`src/rtl/iter_mul_div_unit.sv`:
```
// Iterative multiply/divide unit with architectural HI/LO registers.
// Latency: MUL/DIV take N+1 busy cycles (N = WIDTH/MUL_BITS for multiply, WIDTH for divide); MTHI/MTLO take one edge.
// Backpressure: none internal; a start that arrives while busy is ignored, so the pipeline stalls MDU users while busy.
// Ports:
//   clk, rst            rising-edge clock, synchronous active-high reset
//   i_MDU_start/op      launch strobe and opcode (0 MULT,1 MULTU,2 DIV,3 DIVU,4 MTHI,5 MTLO,6-7 NOP)
//   i_MDU_a/b           rs/rt operands
//   i_MDU_flush         abort any in-flight op; also drops a start in the same cycle
//   o_MDU_busy/done     op in flight / one-cycle pulse when HI/LO were written by MUL/DIV
//   o_MDU_hi/lo         committed HI/LO
module iter_mul_div_unit #(
    parameter int WIDTH    = 32,
    parameter int MUL_BITS = 1
) (
    input  logic             clk,
    input  logic             rst,
    input  logic             i_MDU_start,
    input  logic [2:0]       i_MDU_op,
    input  logic [WIDTH-1:0] i_MDU_a,
    input  logic [WIDTH-1:0] i_MDU_b,
    input  logic             i_MDU_flush,
    output logic             o_MDU_busy,
    output logic             o_MDU_done,
    output logic [WIDTH-1:0] o_MDU_hi,
    output logic [WIDTH-1:0] o_MDU_lo
);
    localparam int W     = WIDTH;
    localparam int MB    = MUL_BITS;
    localparam int N_MUL = W / MB;
    localparam int CW    = $clog2(W + 1);

    localparam logic [2:0] OP_MULT  = 3'd0;
    localparam logic [2:0] OP_MULTU = 3'd1;
    localparam logic [2:0] OP_DIV   = 3'd2;
    localparam logic [2:0] OP_DIVU  = 3'd3;
    localparam logic [2:0] OP_MTHI  = 3'd4;
    localparam logic [2:0] OP_MTLO  = 3'd5;

    typedef enum logic [1:0] {IDLE, RUN, FIX} state_t;

    state_t          state;
    logic            is_div;
    logic            neg_res;   // negate product / quotient in FIX
    logic            neg_rem;   // negate remainder in FIX (dividend was negative)
    logic [W-1:0]    opnd;      // multiplicand magnitude, or divisor magnitude
    logic [2*W-1:0]  acc;       // mul: {partial hi, remaining multiplier}; div: {remainder, quotient/dividend}
    logic [CW-1:0]   cnt;

    // Operand decode in IDLE
    logic         signed_op;
    logic         a_neg, b_neg, b_zero;
    logic [W-1:0] a_mag, b_mag;

    // Multiply step: add opnd * low MB multiplier bits to the upper half, shift right by MB
    logic [W+MB-1:0] partial, msum;
    logic [2*W-1:0]  acc_mul;

    // Restoring divide step: shift one dividend bit into the remainder, subtract if it fits
    logic            div_ge;
    logic [W-1:0]    div_sub;
    logic [2*W-1:0]  acc_div;

    logic [2*W-1:0]  prod_fix;
    logic [W-1:0]    quo_fix, rem_fix;

    always_comb begin
        signed_op = (i_MDU_op == OP_MULT) || (i_MDU_op == OP_DIV);
        a_neg     = signed_op & i_MDU_a[W-1];
        b_neg     = signed_op & i_MDU_b[W-1];
        b_zero    = (i_MDU_b == '0);
        a_mag     = a_neg ? -i_MDU_a : i_MDU_a;
        b_mag     = b_neg ? -i_MDU_b : i_MDU_b;

        partial   = {{MB{1'b0}}, opnd} * {{W{1'b0}}, acc[MB-1:0]};
        msum      = {{MB{1'b0}}, acc[2*W-1:W]} + partial;
        acc_mul   = {msum, acc[W-1:MB]};

        // The shifted remainder is W+1 bits; when it fits, the difference is below
        // the divisor, so W-bit modular subtraction gives the exact new remainder.
        div_ge    = {acc[2*W-1:W], acc[W-1]} >= {1'b0, opnd};
        div_sub   = {acc[2*W-2:W], acc[W-1]} - opnd;
        acc_div   = div_ge ? {div_sub, acc[W-2:0], 1'b1} : {acc[2*W-2:0], 1'b0};

        prod_fix  = neg_res ? -acc : acc;
        quo_fix   = neg_res ? -acc[W-1:0] : acc[W-1:0];
        rem_fix   = neg_rem ? -acc[2*W-1:W] : acc[2*W-1:W];
    end

    always_ff @(posedge clk) begin
        if (rst) begin
            state      <= IDLE;
            is_div     <= 1'b0;
            neg_res    <= 1'b0;
            neg_rem    <= 1'b0;
            opnd       <= '0;
            acc        <= '0;
            cnt        <= '0;
            o_MDU_busy <= 1'b0;
            o_MDU_done <= 1'b0;
            o_MDU_hi   <= '0;
            o_MDU_lo   <= '0;
        end else begin
            o_MDU_done <= 1'b0;
            case (state)
                IDLE: begin
                    if (i_MDU_start && !i_MDU_flush) begin
                        case (i_MDU_op)
                            OP_MULT, OP_MULTU: begin
                                is_div     <= 1'b0;
                                neg_res    <= a_neg ^ b_neg;
                                neg_rem    <= 1'b0;
                                opnd       <= a_mag;
                                acc        <= {{W{1'b0}}, b_mag};
                                cnt        <= CW'(N_MUL);
                                state      <= RUN;
                                o_MDU_busy <= 1'b1;
                            end
                            OP_DIV, OP_DIVU: begin
                                // Divide by zero: quotient stays all-ones and the
                                // remainder comes back as the original dividend.
                                is_div     <= 1'b1;
                                neg_res    <= (a_neg ^ b_neg) & ~b_zero;
                                neg_rem    <= a_neg;
                                opnd       <= b_mag;
                                acc        <= {{W{1'b0}}, a_mag};
                                cnt        <= CW'(W);
                                state      <= RUN;
                                o_MDU_busy <= 1'b1;
                            end
                            OP_MTHI: o_MDU_hi <= i_MDU_a;
                            OP_MTLO: o_MDU_lo <= i_MDU_a;
                            default: ;
                        endcase
                    end
                end
                RUN: begin
                    if (i_MDU_flush) begin
                        state      <= IDLE;
                        o_MDU_busy <= 1'b0;
                    end else begin
                        acc <= is_div ? acc_div : acc_mul;
                        cnt <= cnt - CW'(1);
                        if (cnt == CW'(1))
                            state <= FIX;
                    end
                end
                FIX: begin
                    state      <= IDLE;
                    o_MDU_busy <= 1'b0;
                    // A squash landing on the commit cycle discards the result.
                    if (!i_MDU_flush) begin
                        o_MDU_done <= 1'b1;
                        if (is_div) begin
                            o_MDU_hi <= rem_fix;
                            o_MDU_lo <= quo_fix;
                        end else begin
                            o_MDU_hi <= prod_fix[2*W-1:W];
                            o_MDU_lo <= prod_fix[W-1:0];
                        end
                    end
                end
                default: begin
                    state      <= IDLE;
                    o_MDU_busy <= 1'b0;
                end
            endcase
        end
    end
endmodule
```
`config.mk`:
```
export PLATFORM = sky130hd
export DESIGN_NAME = iter_mul_div_unit
export DESIGN_NICKNAME = d
export VERILOG_FILES = /design/src/rtl/iter_mul_div_unit.sv
export SDC_FILE = /design/constraint.sdc
export NUM_CORES = 1
export LEC_CHECK = 0
export ABC_AREA = 1
export CELL_PAD_IN_SITES_DETAIL_PLACEMENT = 1
export CELL_PAD_IN_SITES_GLOBAL_PLACEMENT = 1
export CORE_MARGIN = 2
export CORE_UTILIZATION = 42
export CTS_BUF_LIST = sky130_fd_sc_hd__clkbuf_4 sky130_fd_sc_hd__clkbuf_8
export DETAILED_ROUTE_END_ITERATION = 8
export GPL_ROUTABILITY_DRIVEN = 0
export GPL_TIMING_DRIVEN = 0
export PLACE_DENSITY_LB_ADDON = 0.1
export SETUP_SLACK_MARGIN = 0.3
export SLEW_MARGIN = 20
export SYNTH_ARGS = -nofsm -noshare
export SYNTH_HDL_FRONTEND = slang
export SYNTH_SLANG_ARGS = --single-unit
```
`constraint.sdc`:
```
create_clock -name clk -period 3.2 [get_ports clk]
set_clock_uncertainty 0.15 [all_clocks]
set_input_delay 0.64 -clock clk [delete_from_list [all_inputs] [get_ports clk]]
set_output_delay 0.64 -clock clk [all_outputs]
set_load 0.02 [all_outputs]
```
# After elaboration in Yosys (flattened, before gate mapping)
# Index checks and enable logic that the tools add are counted.
# word_totals
reg_bits	173
input_bits	71
output_inout_bits	66
elab_cells	103
# op_classes
multipliers	1
reduce_logical	20
eq_ne	17
bitwise	6
order_cmp	1
add_sub_neg	8
n_mux	39
# ops
cell	n
2-to-1 mux 32 bit	12
2-to-1 mux 64 bit	5
one-hot mux 64 bit (2 select lines)	2
one-hot mux 32 bit (2 select lines)	3
negation 32 bit	4
negation 64 bit	1
adder 32 x 33 -> 33 bit	1
greater-or-equal comparator 33 x 32 -> 1 bit	1
multiplier 32 x 1 -> 33 bit	1
zero test 32 bit	1
subtractor 32 bit	1
2-to-1 mux 6 bit	3
AND reduction 4 bit	4
one-hot mux 6 bit (2 select lines)	1
!= test 2 bit, second input constant	5
AND reduction 3 bit	3
2-to-1 mux 2 bit	4
one-hot mux 1 bit (2 select lines)	4
== test 3 x 2 -> 1 bit, second input constant	2
== test 3 bit, second input constant	2
== test 6 x 1 -> 1 bit, second input constant	1
nonzero test 2 bit	3
OR reduction 2 bit	3
subtractor 6 x 1 -> 6 bit, second input constant	1
other kinds (17)	24

# Depth between registers and ports, before layout
# Gate-level depths: netlist (run 1).
# depth
word_depth	7
ltp_mapped	19
ltp_nobuf	17

# Least setup slack after synthesis (run 1)
# OpenSTA, ideal clock, no wires.
# synth_path
path_type	register to register
start	reg acc[0]
end	reg acc[63]
required_time_ns	2.980
arrival_time_ns	2.462
path_buffers	2
path_slack_ns	0.518
stages_incl_launch_ff	19
cell_sequence	dfxtp_1 -> buf_6 -> clkbuf_1 -> nand2_1 -> inv_1 -> ha_1 -> inv_1 -> fa_1 -> o21ai_2 -> inv_1 -> o21bai_1 -> nand2_1 -> nand3_1 -> nand2_1 -> nand2_1 -> nand2_1 -> inv_1 -> nand2_1 -> a21oi_1
# synth_between
elab_chain_cells	5
# synth_rtl
element	line	text
from (decl)	46	logic [2*W-1:0] acc;
from (signal assigned)	113	acc <= {{W{1'b0}}, b_mag};
from (signal assigned)	125	acc <= {{W{1'b0}}, a_mag};
from (signal assigned)	141	acc <= is_div ? acc_div : acc_mul;
multiplier 32 x 1 -> 33 bit	74	partial = {{MB{1'b0}}, opnd} * {{W{1'b0}}, acc[MB-1:0]};
adder 32 x 33 -> 33 bit	75	msum = {{MB{1'b0}}, acc[2*W-1:W]} + partial;
2-to-1 mux 64 bit	141	
2-to-1 mux 64 bit	137	if (i_MDU_flush) begin
one-hot mux 64 bit (2 select lines)	104	case (state)
# Every way passes these cells. The select of a mux whose other input is x is not followed.
# A chain may end at the register's enable or synchronous reset.

# Final worst setup path (run 1)
# layout_path
start	reg state[0]
end	reg cnt[0]
# layout_between
elab_chain_cells	3
elab_cells_between_ends	8
classes_between	eq/ne: 4; mux: 1; reduce/logical: 3
# layout_rtl
element	line	text
from (decl)	41	state_t state;
from (signal assigned)	91	state <= IDLE;
from (signal assigned)	115	state <= RUN;
from (signal assigned)	127	state <= RUN;
== test 2 x 1 -> 1 bit or zero test 2 bit (tied branches)	104	
!= test 2 bit (no line) or nonzero test 2 bit (tied branches)	n/a	
AND reduction 4 bit (no line)	n/a	
to (signal assigned)	114	cnt <= CW'(N_MUL);
to (signal assigned)	126	cnt <= CW'(W);
to (signal assigned)	142	cnt <= cnt - CW'(1);
to (decl)	47	logic [CW-1:0] cnt;
# Several ways; a longest one is shown, not always the timed one.

==> results of run 1 <==
[kinds of logic (layout without fill, tap and decap cells)]
logic type | Yosys count | count (layout)
AO/OA/AOI/OAI | 615 | 615
XOR/XNOR | 56 | 56
adder cells (fa/ha/maj) | 72 | 72
buffers and inverters | 578 | 752
flip-flops | 173 | 173
other | 0 | 2
AND/OR/NAND/NOR | 1733 | 1733
[metrics by stage]
step	util	setup WS [ps]	area [µm²]	setup TNS, ps
after floorplan	-	518	17900	0
after global placement	0.474	-210	19900	-2540
after detailed placement	0.474	-321	19900	-5740
after CTS	0.486	294	20400	0
after global routing	0.496	204	20900	0
final	0.496	220	20900	0
[per-layer routing]
metal	global-route usage	share of wire	vias to the layer above
met5	0	0.00085	-
met4	0.300	0.081	8
met3	0.0913	0.10	442
met2	0.663	0.44	1392
met1	0.515	0.38	11634
li1	-	-	10836
[power groups by stage]
stage                     Combinational, W  Sequential (W)  Clock [W]
after floorplan                    0.00140         0.00238          0
after global placement             0.00225         0.00239          0
after detailed placement           0.00232         0.00239          0
after CTS                          0.00233         0.00234    0.00173
after global routing               0.00262         0.00235    0.00180
final                              0.00246         0.00235    0.00174
[flip-flops by register name, summed over array words and instances (netlist names)]
signal and cells:
neg_res 1, o_MDU_busy 1, cnt 6, o_MDU_lo 32, o_MDU_hi 32, state 2, neg_rem 1, is_div 1
o_MDU_done 1, opnd 32, acc 64
[worst min path at each step]
stage	startpoint	end	slack, ps	cells past startpoint
detailed placement	o_MDU_busy$_SDFFE_PP0P_	o_MDU_busy$_SDFFE_PP0P_	330	2
floorplan	opnd[22]$_SDFFE_PP0P_	opnd[22]$_SDFFE_PP0P_	310	2
finish	o_MDU_busy$_SDFFE_PP0P_	o_MDU_busy$_SDFFE_PP0P_	340	2
global placement	o_MDU_busy$_SDFFE_PP0P_	o_MDU_busy$_SDFFE_PP0P_	310	2
CTS	o_MDU_busy$_SDFFE_PP0P_	o_MDU_busy$_SDFFE_PP0P_	340	2
global route	o_MDU_busy$_SDFFE_PP0P_	o_MDU_busy$_SDFFE_PP0P_	360	2
[placed cells by master (no fill, tap or decap), drive strengths merged, types with 70 or more instances in the layout]
master	instances
a21oi	262
clkdlybuf4s50	134
nand3	349
ha	70
nor2	392
dfxtp	173
clkbuf	89
inv	458
o21ai	246
nand2	860
[cell type report]
class / count / share of cell area
buffer: 120 / 0.0277
antenna: 2 / 0.000240
timing repair buffer: 142 / 0.0680
multi-input combinational: 2476 / 0.601
clock buffer: 19 / 0.0119
clock inverter: 13 / 0.00749
inverter: 458 / 0.0826
sequential: 173 / 0.169
tap: 539 / 0.0323
[worst register-to-register path, stage by stage (launching register included)]
cell,delay (ps)
sky130_fd_sc_hd__dfxtp_1,390
sky130_fd_sc_hd__inv_1,120
sky130_fd_sc_hd__nor2_4,310
sky130_fd_sc_hd__inv_2,190
sky130_fd_sc_hd__nor2_2,270
sky130_fd_sc_hd__inv_1,150
sky130_fd_sc_hd__nand2_2,230
sky130_fd_sc_hd__clkbuf_1,700
sky130_fd_sc_hd__nand3_1,220
sky130_fd_sc_hd__a21oi_1,180
[timing repair]
action,CTS,global route
gates resized for setup,18,141
pin swaps,1,7
buffers inserted,2,5
endpoints found under the setup margin,26,55
==> results by stage, run 1 <==
Yosys:
- Summing every instance area after synthesis gives 0.0179 mm².
- Of the synthesized area, sequential elements account for 0.193.
- Of the total synthesized cell area, the portion taken by full adders, half adders and majority gates is 0.0511.
- Counting flops and latches in the post-synthesis netlist gives 173.
- The mux share of post-synthesis cell area is 0.
- The fraction of registers with async set/reset is 0.
- Of the total synthesized cell area, the portion taken by XOR and XNOR cells is 0.0274.
- After synthesis, the most frequently instantiated cells are sky130_fd_sc_hd__nand2_1, sky130_fd_sc_hd__inv_1, sky130_fd_sc_hd__nor2_1.
- Counting every net in the synthesized netlist gives 3370.
- Of the total synthesized cell area, the portion taken by AND, OR, NAND and NOR gates is 0.414.
- The top cell type by total area after synthesis is sky130_fd_sc_hd__dfxtp_1.
- The fraction of the mapped netlist area in compound gates is 0.187.
- The cell count after synthesis came out at 3227.
- Among all cell types in the netlist, the one instantiated most often is sky130_fd_sc_hd__nand2_1.
- After synthesis, the netlist uses 55 different library cells.
- For this run, the number of Yosys warnings is 0.
- The most used flip-flop cell after synthesis is sky130_fd_sc_hd__dfxtp_1.
- By area, the combinational part of the netlist is dominated by simple AND/OR/NAND/NOR gates.
- The number of enable-type register cells in the synthesized netlist is 0.
- The share of synthesized area in the top cell type comes to 0.193.
- The synthesized area per cell is 5.55 µm².
- By area the synthesized netlist is led by sky130_fd_sc_hd__dfxtp_1, sky130_fd_sc_hd__nand2_1, sky130_fd_sc_hd__nand3_1.

Worst setup path:
- In this run the critical register-to-register path is captured at cnt[0]$_SDFFE_PP0P_.
- In this run the number of cells on the critical path is 9.
- STA classifies the critical path startpoint as a flip-flop.
- The setup check on the worst reg-to-reg path leaves a slack of 220 ps.
- The worst path buffer plus inverter count is 4.
- In this run the critical register-to-register path is launched from state[0]$_SDFFE_PP0P_.
- The launching instance or port of the critical path is state[0]$_SDFFE_PP0P_.
- For this run, the slowest stage of the critical path takes 700 ps.
- On the critical path, the stage with the largest delay is an instance of sky130_fd_sc_hd__clkbuf_1.
- The cell depth of the worst flop-to-flop path is 9.
- The cell type group with the largest total delay on the critical path is buffers and inverters.
- STA classifies the critical path endpoint as a flip-flop.
- The end point of the critical path is cnt[0]$_SDFFE_PP0P_.
- Traced cell by cell, the critical path runs through inv_1 -> nor2_4 -> inv_2 -> nor2_2 -> inv_1 -> nand2_2 -> clkbuf_1 -> nand3_1 -> a21oi_1.
- The most common cell type on the critical path is sky130_fd_sc_hd__inv_1.
- The arrival time at the worst endpoint is 3330 ps.
- The category of the most critical setup path is flip-flop to flip-flop.
- Of all nets on the critical path, the largest fanout is 10.
- Data on the critical path is required at its endpoint by 3550 ps.

STA:
- The final hold violation count is 0.
- The final critical delay including setup and external delays is 2980 ps.
- Final hold analysis gives a worst-case slack of 343 ps.
- The headroom to the max-slew limit is 0.310.
- The fmax is 336 MHz.
- Setup repair after global routing could not meet its margin everywhere.
- The final-report max-slew violation count is 0.
- Dividing the final minimum period by the clock period gives 0.931.
- The transition time at the pin with the least slew margin is 1030 ps.
- The final number of setup-violating endpoints is 0.

Clocking:
- In this run, CTS created clock tree buffers numbering 17.
- For this design, the CTS-stage hold fixing added 0 buffers.
- The maximum number of buffers from clock root to sink is 2.
- In this run the number of H-tree levels came out at 4.
- The buffer cell driving the clock tree root is sky130_fd_sc_hd__clkbuf_8.
- The clock net in this run drives a total of 173 sinks.
- The CTS tree is yes.
- The clock edge transition at the registers on the reported setup and hold paths is 110 ps.
- For the worst-skew pair, the clock arrives at the later sink with an insertion delay of 580 ps.

Pwr:
- The power per cell area is 314 mW/mm².
- The internal portion of total power is 0.00370 W.
- The power after layout is 0.00655 W.
- Of the total power, registers draw 0.359.
- In this run the static leakage power is 10.0 nW.
- The net switching power figure is 0.00285 W.
- Of the total power, the clock network draws 0.265.
- The worst vdd rail ir drop is 0.266 mV.
- The relative contribution of combinational cells to total power is 0.375.
- The fraction of power spent switching nets is 0.435.

Place:
- After detailed placement, the design holds a cell count of 3901.
- The count of buffers inserted at the top-level ports is 135.
- The post-DP HPWL is 78.5 mm.

Drt:
- The residual DRC count is 0.
- The via count is 24312.
- The number of vias per cell after detailed routing is 6.17.
- In the final routed layout, each cell accounts on average for 24.1 µm.
- In this run, the number of DRC markers left after iteration 0 of detailed routing was 2428.
- The number of nets still failing antenna checks after routing is 0.
- Before antenna repair, the detailed router went through 5 iterations.
- The post-detailed-routing wire length is 95.2 mm.

Global route:
- The number of global-route vias before repair came to 24193.
- Entering global routing, the biggest net connects 17 pins.
- The initial antenna violation count was 6.
- Across every metal layer, demand over resource in global routing totals 0.423.
- The first global-routing pass estimated 141 mm of wire.
- The sum of overflow across all layers after global routing is 0.

Layout:
- The final-layout fill cell count is 6119.
- After the last flow step, the layout net total stands at 3531.
- The fraction of layout cells with a size suffix above 1 is 0.0823.
- The storage element area is 0.00353 mm².
- The layout overhead on the synthesized area is 16.5%.
- The multi-input gate area in the final layout is 0.0125 mm².
- The count of cells in the finished layout, fillers not included, comes to 3942.

Outcome:
- The flow ran to the end, and the final reports show no timing, DRC or antenna violations.

Floorplanning:
- The die is 211 µm tall.
- In this run the core area contains 75 standard-cell rows.
- 137 I/O pins were placed.
- The area of the die is 0.0443 mm².
- The initial cell density of the core is 0.426.
- The area of the core region is 0.0420 mm².
- The floorplan step set the die width to 211 µm.

Min path:
- The type of the most critical hold path is flip-flop to flip-flop.

Flow run:
- The max-cap check violation count is 0.
(Power assumes the default switching activity.)
==> inputs of run 2 (changes only) <==
- PLACE_DENSITY_LB_ADDON: 0.1 -> 0.05
==> results by stage, run 2 (synthesis results as in run 1) <==
Outcome:
- The run finished with clean final reports.

STA:
- Derived from the worst setup path, the maximum achievable clock frequency is 332 MHz.
- The headroom to the max-slew limit is 0.353.
- The final hold violation count was 0.
- The smallest hold slack is 354 ps.
- Setup repair after global routing could not meet its margin everywhere.
- The final critical delay including setup and external delays is 3010 ps.
- Setup violations remaining at the end of the flow were counted as 0.
- The final-report max-slew violation count is 0.
- In the post-route analysis, the smallest setup slack over all paths is 191 ps.
- For the pin with the worst max-slew slack, the measured transition is 971 ps.
- The part of the cycle the worst path needs is 0.940.

Place:
- The count of buffers inserted at the top-level ports is 135.
- The placed instances occupy a cell area of 0.0199 mm².
- The worst slack at placement is -316 ps.
- Detailed placement ended at an HPWL of 78.9 mm.
- Counting tap cells, the placed design contains a total of 3901 instances.

Global route:
- The pin count of the biggest net entering global routing is 17.
- The global-route wire length before repair is 142 mm.
- In the global route stage, overall resource usage came out at 0.426.
- The number of global-route vias before repair is 23929.
- The initial antenna violation count is 1.
- Global routing finished with a remaining overflow of 0.

Layout:
- The number of flip-flops under the largest register name is 64.
- The storage element area is 0.00352 mm².
- The most common cell after layout, fill and taps aside is sky130_fd_sc_hd__nand2_1.
- In the final layout, the multi-input gates occupy 0.0125 mm².
- The layout overhead on the synthesized area is 15.9%.
- Leaving out fill and tap cells, the most frequent cells in the layout are sky130_fd_sc_hd__nand2_1, sky130_fd_sc_hd__inv_1, sky130_fd_sc_hd__nor2_1, sky130_fd_sc_hd__nand3_1, sky130_fd_sc_hd__a21oi_1.
- The final-layout fill cell count is 6088.
- The register with the highest flop count is acc.
- The core utilization of the finished layout is 0.494.
- The final-stage net count is 3531.
- The number of antenna diodes in the final layout is 0.
- With fillers left out, the area of the finished cells amounts to 0.0208 mm².
- The count of placed standard cells in the final layout, fillers left out is 3940.
- In the final layout, the share of cells above drive strength 1 is 0.0759.

Clocking:
- The clock edge transition at the registers on the reported setup and hold paths is 110 ps.
- The longest clock path from root to sink contains 2 buffers.
- The count of hold buffers inserted by post-cts repair is 0.
- The total clock buffers created by CTS is 17.
- TritonCTS built the clock tree.
- The level count of the clock H-tree is 4.
- The buffer cell driving the clock tree root is sky130_fd_sc_hd__clkbuf_8.
- The total number of clock tree sinks is 173.
- The clock network latency to the later pin of the worst-skew pair is 580 ps.

Drt:
- The number of nets still failing antenna checks after routing is 0.
- The detailed router finished its first iteration with 2358 violations.
- After detailed routing, the number of vias per cell comes to 6.12.
- The detailed router placed 24113 vias in this run.
- In the final routed layout, each cell accounts on average for 24.3 µm.
- The residual DRC count is 0.
- The first detailed-routing pass ran for 6 iterations.
- After detailed routing, the total wire length is 95.9 mm.

Pwr:
- The sequential share of power is 0.359.
- The share of total power dissipated in the clock network is 0.263.
- Power spread over the standard cell area amounts to 316 mW/mm².
- Cell internal power was estimated by the tool at 0.00371 W.
- Of the total power, combinational logic draws 0.378.
- Summed over all nets, the switching power comes to 0.00284 W.
- Across the VDD grid, the largest voltage drop is 0.303 mV.
- The leakage power summed over all cells is 10.0 nW.
- The fraction of power spent switching nets is 0.433.

Floorplanning:
- The area of the core region is 0.0420 mm².
- During I/O placement, the number of pins put on the boundary was 137.
- The initial cell density of the core is 0.426.
- The die width is 211 µm.
- The area of the die is 0.0443 mm².
- The vertical die dimension is 211 µm.
- The initialized floorplan defines 75 standard-cell rows.

Worst setup path:
- The highest net fanout along the worst path is 10.
- The setup path with the least slack is of type flip-flop to flip-flop.
- STA classifies the critical path startpoint as a flip-flop.
- At the worst endpoint, the required time is 3560 ps.
- The worst setup path is captured at a flip-flop.
- The worst register-to-register path begins at neg_res$_SDFFE_PP0P_.
- The arrival time at the worst endpoint is 3370 ps.
- Measured in cells, the most critical reg-to-reg path has a length of 8.
- The register-to-register path setup slack is 190 ps.
- The worst register-to-register path ends at o_MDU_hi[29]$_SDFFE_PP0P_.

Min path:
- The path class of the tightest hold or removal check is flip-flop to flip-flop.
- In this run the most critical hold path is launched from cnt[5]$_SDFFE_PP0P_.
- For hold timing, the worst endpoint is cnt[5]$_SDFFE_PP0P_.
- Along the worst hold path, the cell count comes to 2.

Flow run:
- The tool flagged a number of max-cap violations equal to 0.
[run 2: how the worst max path moves through the flow]
stage	startpoint	end	slack [ps]
after global placement	i_MDU_a[0]	acc[14]$_SDFFE_PP0P_	-250
after CTS	opnd[27]$_SDFFE_PP0P_	acc[51]$_SDFFE_PP0P_	300
final	neg_res$_SDFFE_PP0P_	o_MDU_hi[29]$_SDFFE_PP0P_	190
after global routing	opnd[18]$_SDFFE_PP0P_	acc[51]$_SDFFE_PP0P_	150
after floorplan	acc[0]$_SDFFE_PP0P_	acc[63]$_SDFFE_PP0P_	520
after detailed placement	i_MDU_a[0]	acc[14]$_SDFFE_PP0P_	-320
[run 2: worst max-delay path: stages (launching register included)]
cell and delay (ps):
sky130_fd_sc_hd__dfxtp_1 630, sky130_fd_sc_hd__clkbuf_1 680, sky130_fd_sc_hd__clkbuf_1 610, sky130_fd_sc_hd__nand2_1 110
sky130_fd_sc_hd__nand4_1 190, sky130_fd_sc_hd__nand2_1 70, sky130_fd_sc_hd__nand2_1 70, sky130_fd_sc_hd__nand3_1 210
sky130_fd_sc_hd__a21oi_1 210
[run 2: what timing repair did]
| action | CTS | global route |
|---|---|---|
| endpoints found under the setup margin | 28 | 50 |
| cloned | 0 | 0 |
| endpoints found under the hold margin | 0 | 0 |
| buffers inserted | 2 | 5 |
| pin swaps | 1 | 5 |
| resized for setup | 28 | 100 |
[run 2: final cells by class]
class,instances,share of cell area
Multi-Input combinational cell,2476,0.600
Sequential cell,173,0.169
Inverter,458,0.0830
Timing Repair Buffer,142,0.0677
Tap cell,539,0.0325
Buffer,120,0.0278
Clock buffer,20,0.0130
Clock inverter,12,0.00633
[run 2: power by group through the flow]
stage          registers, W  clock network (W)  logic (W)
6_report            0.00235            0.00173    0.00247
5_1_grt             0.00236            0.00180    0.00263
4_1_cts             0.00234            0.00172    0.00235
3_5_place_dp        0.00239                  0    0.00233
3_3_place_gp        0.00239                  0    0.00227
2_1_floorplan       0.00238                  0    0.00140
[run 2: metal layers]
metal	wire length, µm	vias to the layer above	global-route usage
met5	11	-	0
met4	6910	2	0.267
met3	9970	382	0.0927
met2	42400	1310	0.680
met1	36600	11601	0.522
li1	-	10818	-
[run 2: per-stage QoR]
step | setup TNS (ps) | power (W)
after floorplan | 0 | 0.00378
after global placement | -2580 | 0.00466
after detailed placement | -5760 | 0.00472
after CTS | 0 | 0.00641
after global routing | 0 | 0.00678
final | 0 | 0.00655
==> inputs of run 3 (changes only) <==
- CORE_MARGIN: 2 -> default
- SKIP_CTS_REPAIR_TIMING: default -> 1
==> results by stage, run 3 (synthesis results as in run 1) <==
Drt:
- After detailed routing, the number of vias per cell comes to 6.13.
- The number of nets still failing antenna checks after routing is 0.
- After the first detailed-routing iteration, the DRC count stood at 2550.
- The post-detailed-routing wire length is 95.8 mm.
- The average wire per cell in the routed design is 24.3 µm.
- The first detailed-routing pass took 6 iterations.
- In the routed design, unresolved DRC markers number 0.
- The routed layout has 24164 vias.

STA:
- The final critical delay including setup and external delays is 2900 ps.
- The fmax is 345 MHz.
- Setup slack on the critical path of the routed design comes to 298 ps.
- Of the available clock period, the critical path in the final layout requires 0.907.
- The sum of negative setup slack is 0 ps.
- The final-report max-slew violation count is 0.
- The smallest hold slack is 329 ps.
- The final number of setup-violating endpoints is 0.
- For the pin with the worst max-slew slack, the measured transition is 1010 ps.
- Setup repair after global routing could not meet its margin everywhere.
- The headroom to the max-slew limit is 0.330.
- The final hold violation count is 0.

Floorplanning:
- 137 I/O pins were placed.
- The initial cell density of the core is 0.426.
- Measured along the y axis, the die boundary spans 209 µm.
- In this run the horizontal extent of the chip is 209 µm.
- The row count is 75.
- The area of the core region is 0.0420 mm².
- The area of the die is 0.0435 mm².

Global route:
- The total overflow left after global routing is 0.
- The met1 usage is 0.523.
- For this run, the total global-route usage over all layers was measured as 0.429.
- After global routing, the most crowded layer is met2.
- For this run, global-route usage on met2 was measured as 0.671.
- The pin count of the biggest net entering global routing is 17.
- The number of global-route vias before repair was 23902.
- The initial antenna violation count is 5.
- For this run, global-route usage on met3 was measured as 0.102.
- The global-route wire length before repair is 141 mm.

Worst setup path:
- For this run, the slowest stage of the critical path takes 600 ps.
- STA classifies the critical path startpoint as an input port.
- The most critical setup path has its startpoint at i_MDU_flush.
- For the worst setup path, the data arrival time is 3150 ps.
- The category of the most critical setup path is input port to flip-flop.
- The worst path buffer plus inverter count is 4.
- The startpoint identified for the worst register-to-register timing path is neg_res$_SDFFE_PP0P_.
- The cell depth of the worst flop-to-flop path is 6.
- The path length in cells of the critical path is 8.
- The highest net fanout along the worst path is 10.
- On the critical path the largest part of the delay comes from buffers and inverters.
- STA classifies the critical path endpoint as a flip-flop.
- The signal on the critical path passes through clkdlybuf4s50_1 -> inv_1 -> nand3_1 -> nor2_2 -> inv_2 -> clkbuf_1 -> nand2_1 -> o32ai_1.
- At the worst endpoint, the required time is 3450 ps.
- On the critical path, the stage with the largest delay is an instance of sky130_fd_sc_hd__clkdlybuf4s50_1.

Layout:
- Compared with the post-synthesis result, the final layout area differs by 17.1%.
- The register with the most flip-flops in the layout has 64 of them.
- The fraction of layout cells with a size suffix above 1 is 0.0841.
- In the layout the commonest cells are sky130_fd_sc_hd__nand2_1, sky130_fd_sc_hd__inv_1, sky130_fd_sc_hd__nor2_1, sky130_fd_sc_hd__nand3_1, sky130_fd_sc_hd__a21oi_1.
- The register with the highest flop count is acc.
- After the last flow step, the layout net total stands at 3531.
- Summing all non-filler instances in the final layout gives an area of 0.0210 mm².
- Leaving out fill and tap cells, the most frequent cell in the layout is sky130_fd_sc_hd__nand2_1.

Place:
- The post-DP HPWL is 78.5 mm.
- The worst slack at placement is -303 ps.
- The count of buffers inserted at the top-level ports is 135.
- The cell area after placement is 0.0199 mm².

Clocking:
- The maximum number of buffers from clock root to sink is 2.
- The total number of clock tree sinks is 173.
- The clock network latency to the later pin of the worst-skew pair is 550 ps.
- The total clock buffers created by CTS is 17.
- The CTS tree is yes.
- The H-tree generated during clock tree synthesis spans 4 levels.
- Clock-pin slew was measured on the worst setup and hold paths at 100 ps.
- Clock tree synthesis selected as its root buffer the cell sky130_fd_sc_hd__clkbuf_8.

Pwr:
- The net switching power figure is 0.00284 W.
- The fraction of power spent switching nets is 0.424.
- Power spread over the standard cell area amounts to 319 mW/mm².
- The worst vdd rail ir drop is 0.393 mV.
- The relative contribution of combinational cells to total power is 0.371.
- The leakage power summed over all cells is 10.1 nW.
- The power after layout is 0.00670 W.
- Of the total power, registers draw 0.350.
- The internal portion of total power is 0.00386 W.
- The share of total power in the clock network is 0.278.

Flow run:
- Max-cap violations in this run came to 0.

Outcome:
- The run finished with clean final reports.

Min path:
- The worst hold path passes through 2 cells.
- The type of the most critical hold path is flip-flop to flip-flop.
- In this run the most critical hold path is launched from o_MDU_busy$_SDFFE_PP0P_.
-- run 3: cell types whose count changed in the layout (fill, tap and decap cells not counted), moves of 4 or more --
cell / previous run / this run
sky130_fd_sc_hd__a21oi_2: 11 / 7
sky130_fd_sc_hd__ha_4: 8 / 13
sky130_fd_sc_hd__dfxtp_1: 138 / 127
sky130_fd_sc_hd__ha_1: 56 / 50
sky130_fd_sc_hd__dfxtp_4: 4 / 13
-- run 3: metal layers --
| layer | part of all wire | wire length [µm] | up-vias |
|---|---|---|---|
| li1 | - | - | 10829 |
| met1 | 0.38 | 36800 | 11546 |
| met2 | 0.43 | 41400 | 1364 |
| met3 | 0.11 | 10100 | 421 |
| met4 | 0.079 | 7550 | 4 |
| met5 | 0.00022 | 21 | - |
-- run 3: per-stage QoR --
stage	cells	util
finish	3943	0.499
global route	3940	0.499
CTS	3933	0.485
detailed placement	3901	0.474
global placement	3901	0.474
floorplan	3227	-
-- run 3: area by class of cell --
type,instances,area (µm²)
diodes,3,7.51
plain buffers,120,591
clock buffers,20,256
clock inverters,12,184
fillers,6073,21100
inverters,458,1720
multi-input cells,2476,12600
flip-flops and latches,173,3550
well taps,539,674
repair buffers,142,1410
-- run 3: worst reg2reg max path: stages, from the launching register on --
cell and delay [ps]:
sky130_fd_sc_hd__dfxtp_1 670, sky130_fd_sc_hd__clkbuf_2 430, sky130_fd_sc_hd__clkbuf_1 600, sky130_fd_sc_hd__buf_2 410
sky130_fd_sc_hd__nand3_1 190, sky130_fd_sc_hd__nand3_1 200, sky130_fd_sc_hd__a21oi_1 90
-- run 3: power groups by stage --
| stage | Sequential (W) | Clock [W] | Combinational (W) |
|---|---|---|---|
| 2_1_floorplan | 0.00238 | 0 | 0.00140 |
| 6_report | 0.00235 | 0.00186 | 0.00249 |
| 3_3_place_gp | 0.00239 | 0 | 0.00226 |
| 5_1_grt | 0.00235 | 0.00191 | 0.00264 |
| 3_5_place_dp | 0.00239 | 0 | 0.00233 |
| 4_1_cts | 0.00234 | 0.00183 | 0.00234 |
-- run 3: path summary, 6_finish.rpt --
check / endpoint / slack [ps]
min reg2reg: o_MDU_busy$_SDFFE_PP0P_ / 330
max: neg_res$_SDFFE_PP0P_ / 300
max reg2reg: o_MDU_lo[13]$_SDFFE_PP0P_ / 360
min: o_MDU_busy$_SDFFE_PP0P_ / 330
